<file path="config.mk">
export PLATFORM = sky130hd
export DESIGN_NAME = task_answer_arbiter
export DESIGN_NICKNAME = d
export VERILOG_FILES = /design/src/rtl/task_answer_arbiter.sv
export SDC_FILE = /design/constraint.sdc
export NUM_CORES = 1
export LEC_CHECK = 0
export ABC_AREA = 1
export ABC_CLOCK_PERIOD_IN_PS = 2500
export CORE_ASPECT_RATIO = 1.2
export CORE_MARGIN = 8
export CORE_UTILIZATION = 35
export DETAILED_ROUTE_END_ITERATION = 7
export PLACE_DENSITY = 0.71
export SLEW_MARGIN = 20
export SYNTH_ARGS = -nofsm -noshare
export SYNTH_HDL_FRONTEND = slang
export SYNTH_SLANG_ARGS = --single-unit
</file>
<file path="constraint.sdc">
create_clock -name i_clk -period 2.5 [get_ports i_clk]
set_input_delay 0.5 -clock i_clk [delete_from_list [all_inputs] [get_ports i_clk]]
set_output_delay 0.5 -clock i_clk [all_outputs]
set_load 0.03 [all_outputs]
</file>
<file path="src/rtl/task_answer_arbiter.sv">
// rtl/task_answer_arbiter.sv - round-robin arbiter sharing the task-manager answer channel
module task_answer_arbiter #(
    parameter int NUM_TASKS      = 4,
    parameter int DATA_WIDTH     = 8,
    parameter int SIZE_WIDTH     = 12,
    parameter int TIMEOUT_CYCLES = 256,
    parameter int ID_WIDTH       = $clog2(NUM_TASKS)
) (
    input  logic                             i_clk,
    input  logic                             i_rst,
    input  logic [NUM_TASKS-1:0]             i_req_ready,
    input  logic [NUM_TASKS*DATA_WIDTH-1:0]  i_req_data,
    input  logic [NUM_TASKS-1:0]             i_req_last,
    input  logic [NUM_TASKS*SIZE_WIDTH-1:0]  i_req_size,
    output logic [NUM_TASKS-1:0]             o_req_rd,
    input  logic                             i_mgr_ready,
    output logic                             o_ans_valid,
    output logic [DATA_WIDTH-1:0]            o_ans_data,
    output logic                             o_ans_last,
    output logic [SIZE_WIDTH-1:0]            o_ans_size,
    output logic [ID_WIDTH-1:0]              o_ans_task_id,
    output logic                             o_busy,
    output logic                             o_timeout
);

    localparam int WD_WIDTH = $clog2(TIMEOUT_CYCLES + 1);

    typedef enum logic [1:0] {
        S_IDLE,
        S_GRANT,
        S_STREAM,
        S_RELEASE
    } state_t;

    state_t                state;
    logic [ID_WIDTH-1:0]   r_last_grant;
    logic [SIZE_WIDTH-1:0] r_beat_cnt;
    logic [WD_WIDTH-1:0]   r_wd_cnt;

    logic                  arb_found;
    logic [ID_WIDTH-1:0]   arb_sel;
    logic [SIZE_WIDTH-1:0] arb_size;
    int                    arb_idx;

    logic [DATA_WIDTH-1:0] g_data;
    logic                  g_last;
    logic                  timeout_hit;
    logic                  beat_valid;
    logic                  xfer;

    // round-robin pick: first requester scanning upward from the previous winner
    always_comb begin
        arb_found = 1'b0;
        arb_sel   = '0;
        arb_idx   = 0;
        for (int i = 1; i <= NUM_TASKS; i++) begin
            arb_idx = (int'(r_last_grant) + i) % NUM_TASKS;
            if (!arb_found && i_req_ready[ID_WIDTH'(arb_idx)]) begin
                arb_found = 1'b1;
                arb_sel   = ID_WIDTH'(arb_idx);
            end
        end
    end

    // packet size offered by the arbitration winner
    always_comb begin
        arb_size = '0;
        for (int k = 0; k < NUM_TASKS; k++) begin
            if (arb_sel == ID_WIDTH'(k)) begin
                arb_size = i_req_size[k*SIZE_WIDTH +: SIZE_WIDTH];
            end
        end
    end

    // a beat may move only in STREAM, and never on the watchdog abort cycle
    always_comb begin
        timeout_hit = (state == S_STREAM) && (r_wd_cnt == WD_WIDTH'(TIMEOUT_CYCLES));
        beat_valid  = (state == S_STREAM) && !timeout_hit;
        xfer        = beat_valid && i_mgr_ready;
        o_ans_valid = beat_valid;
        o_ans_data  = beat_valid ? g_data : '0;
        o_ans_last  = beat_valid && g_last;
        o_timeout   = timeout_hit;
    end

    // route the granted lane and send manager ready back to the granted task only
    always_comb begin
        g_data   = '0;
        g_last   = 1'b0;
        o_req_rd = '0;
        for (int k = 0; k < NUM_TASKS; k++) begin
            if (o_ans_task_id == ID_WIDTH'(k)) begin
                g_data      = i_req_data[k*DATA_WIDTH +: DATA_WIDTH];
                g_last      = i_req_last[k];
                o_req_rd[k] = xfer;
            end
        end
    end

    // grant sequencing: lock the winner for a whole packet, watchdog aborts a stuck one
    always_ff @(posedge i_clk) begin
        if (i_rst) begin
            state         <= S_IDLE;
            r_last_grant  <= ID_WIDTH'(NUM_TASKS - 1);
            o_ans_task_id <= '0;
            o_ans_size    <= '0;
            o_busy        <= 1'b0;
            r_beat_cnt    <= '0;
            r_wd_cnt      <= '0;
        end else begin
            case (state)
                S_IDLE: begin
                    if (arb_found) begin
                        state         <= S_GRANT;
                        o_ans_task_id <= arb_sel;
                        r_last_grant  <= arb_sel;
                        o_ans_size    <= arb_size;
                        o_busy        <= 1'b1;
                        r_beat_cnt    <= '0;
                        r_wd_cnt      <= '0;
                    end
                end
                S_GRANT: begin
                    state <= S_STREAM;
                end
                S_STREAM: begin
                    r_wd_cnt <= r_wd_cnt + 1'b1;
                    if (xfer && (r_beat_cnt != '1)) begin
                        r_beat_cnt <= r_beat_cnt + 1'b1;
                    end
                    if (timeout_hit || (xfer && g_last)) begin
                        state      <= S_RELEASE;
                        o_busy     <= 1'b0;
                        o_ans_size <= '0;
                        r_wd_cnt   <= '0;
                    end
                end
                S_RELEASE: begin
                    state      <= S_IDLE;
                    r_beat_cnt <= '0;
                    r_wd_cnt   <= '0;
                    o_ans_size <= '0;
                end
                default: begin
                    state <= S_IDLE;
                end
            endcase
        end
    end

endmodule

</file>
==> reports/results.ini <==
[placed_design]
place_hpwl_um=6880
dp_slack_ns=0.0163
place.gp.congestion=0.866
dpl.cell_count=625
place.port_buffers=120

[routing]
drc=0
viasPerCell=4.72
drtAntennaViolNets=0
vias=2967
drt_iter0_markers=113
finalWirelength_um=8180
dr.pass1.iters=4
avgRoutedWirePerCell_um=13.0

[worst_setup_path]
slowest_stage=dfxtp_2
r2r_slack_ns=0.40
max_stage_delay_ns=0.36
cp_max_fo=9
arrival_ns=1.77
reg2reg_depth=17
crit_type=register to output port
end_kind=output port
rr_startpoint=r_last_grant[1]
reg2reg_to=o_ans_size[6]
crit_chain=inv_1, ha_1, nand4_1, nor3_1, nor2_2, buf_6, o21ai_0, a31oi_1, buf_4
required_ns=2.00
cp-start-kind=register

[die]
core.rowCount=33
die_h_um=108
core-area_mm2=0.00685
io_pins=121
initial_core_util=0.360
die_x_um=92.6
die_area_mm2=0.0100

[finish]
area_growth_pct=56.2
fin_nets=641
layout.cells.non_filler=629
drive_gt1_frac=0.135
multi_input_area_mm2=0.00155
seq_area_um2=563
fillCellCount=714
diodes=0

[timing]
fin_tns_setup_ns=0
setup_viol=0
worst_pin_slew_ns=0.338
layout_setup_ws_ns=0.228
grt_setup_unrepaired=no
maxSlewHeadroom=0.774
hold_viol=0
fin_skew_ns=0.00688
fin_crit_ns=2.27
slew_violations=0
fmax_ghz=0.440
post-route-period-util=0.909
timing.hold.ws_ns=0.454

[power]
power_leakage_nw=1.94
ir_worst_vdd_mv=0.635
p_per_area_mw_per_mm2=1140

[hold_path]
holdPathEnd=o_ans_size[1]
worstHoldStart=o_ans_size[1]
holdPathStages=2
hp-class=register to register

[global_routing]
antenna_found_initial=0
grt_max_degree=19
grt_pass1_wl_um=13500
overflow=0
grt_use_total=0.161
grt_pass1_vias=3080

[logic_synthesis]
ys_ff_latch=28
synthMuxAreaShare=0
yosys.area.top_type=nand2_1
syn_inst=414
synth-async-reset-ratio=0
seq_area_frac_synth=0.227
ys.flop_type=dfxtp_1
synth_edf_count=0
synth-compound-area-share=0.132
ys_types=38
synth_warnings=0
yosys.area.top_type_share=0.228
synth_xor_area_frac=0.00355
synth_top_family_by_area=simple AND/OR/NAND/NOR gates
syn-cell-area_mm2=0.00247
avgSynthCellArea_um2=5.96
synth_fp_nets=512
synth_adder_area_share=0.0355
yosys-top-cells-area=nand2_1 (23%), dfxtp_1 (23%), inv_1 (10%), nand3_1 (5.7%), o21ai_0 (3.9%)
synth_simple_gate_area_frac=0.454

[outcome]
outcome=completed

[job]
drv_cap=0

[clocking]
htreeDepth=1
tritoncts=built
clk_pin_slew_ns=0.10
cts_buffers=3
root_buffer=clkbuf_8
post-cts-setup-buffers=0
cts_sinks=28
clk_latency_ns=0.27
clockBufferDepth=2

[flip-flops by register name, indices dropped and copies added (netlist names)]
register / flops
o_ans_task_id: 2
o_busy: 1
state: 2
r_last_grant: 2
o_ans_size: 12
r_wd_cnt: 9
[synth_stat cells (4+ instances only)]
master and count:
nand3_1 28, nand2_1 150, nor2_2 5, inv_1 67, buf_6 5, or2_2 5, o21ai_0 19, nand2_4 7
nand4_1 4, ha_1 7, a21oi_1 16, o21ai_1 4, nor2_1 21, dfxtp_1 28, nand2_2 13
[power by group]
group	switching [W]	internal [W]	leakage [nW]
sequential	0.0000981	0.000579	0.231
clock	0.000138	0.000141	0.0288
combinational	0.00208	0.00136	1.68
total	0.00231	0.00208	1.94
[routing by layer]
layer / vias to the layer above / global-route usage / share of wire
met3: 4 / 0.0596 / 0.11
met1: 1279 / 0.178 / 0.43
li1: 1551 / - / -
met4: 0 / 0.0334 / 0.010
met2: 133 / 0.287 / 0.45
met5: - / 0 / 0
[cell usage in the layout, fill, tap and decap left out, types with 5 or more instances in the layout]
cell	Yosys	final
inv_1	67	67
nand2_2	13	13
nor2_2	5	5
nand3_1	28	28
nand2_1	150	150
nand2_4	7	7
ha_1	7	6
dfxtp_1	28	26
o21ai_0	19	19
a21oi_1	16	16
nor2_1	21	21
buf_4	0	22
clkdlybuf4s50_1	0	105
or2_2	5	5
[cells by family after synthesis]
logic type,count (synthesis)
buffers and inverters,80
xor gates and xnor gates,1
adders and majority gates,7
AOI/OAI and AO/OA,55
DFF,28
and+or+nand+nor,243
[what timing repair did]
action                                 CTS  global route
gates resized for setup                  1             5
endpoints found under the hold margin    0             0
hold buffers                             0             0
setup endpoints to repair                1             7
[layout make-up]
type / instances / share of cell area
clock buffers: 4 / 0.0143
inverters: 71 / 0.0711
multi-input cells: 306 / 0.401
flip-flops and latches: 28 / 0.146
well taps: 87 / 0.0282
repair buffers: 133 / 0.340
[through the flow]
stage	power, W	area [um^2]	utilization
after floorplan	0.00303	2470	-
after global placement	0.00407	3790	0.553
after detailed placement	0.00414	3790	0.553
after CTS	0.00443	3840	0.561
after global routing	0.00486	3850	0.562
final	0.00440	3850	0.562
[worst max-delay path by stage]
| stage | depth (start not counted) | endpoint | startpoint |
|---|---|---|---|
| 2_1_floorplan | 7 | o_ans_data[2] | r_wd_cnt[0] |
| 3_3_place_gp | 17 | o_ans_size[5] | i_req_ready[1] |
| 3_5_place_dp | 17 | o_ans_size[5] | i_req_ready[3] |
| 4_1_cts | 5 | o_ans_valid | state[0] |
| 5_1_grt | 9 | o_ans_data[3] | r_wd_cnt[0] |
| 6_report | 9 | o_ans_data[3] | r_wd_cnt[0] |
[worst max-delay path, delay by kind of cell (launching register included)]
family	cells	cell delay, ns
buffers and inverters	3	0.40
flip-flops	1	0.36
AO/OA/AOI/OAI	2	0.25
adder cells (fa/ha/maj)	1	0.20
AND/OR/NAND/NOR	3	0.29
Note: power is estimated with default switching activity, not from simulation.
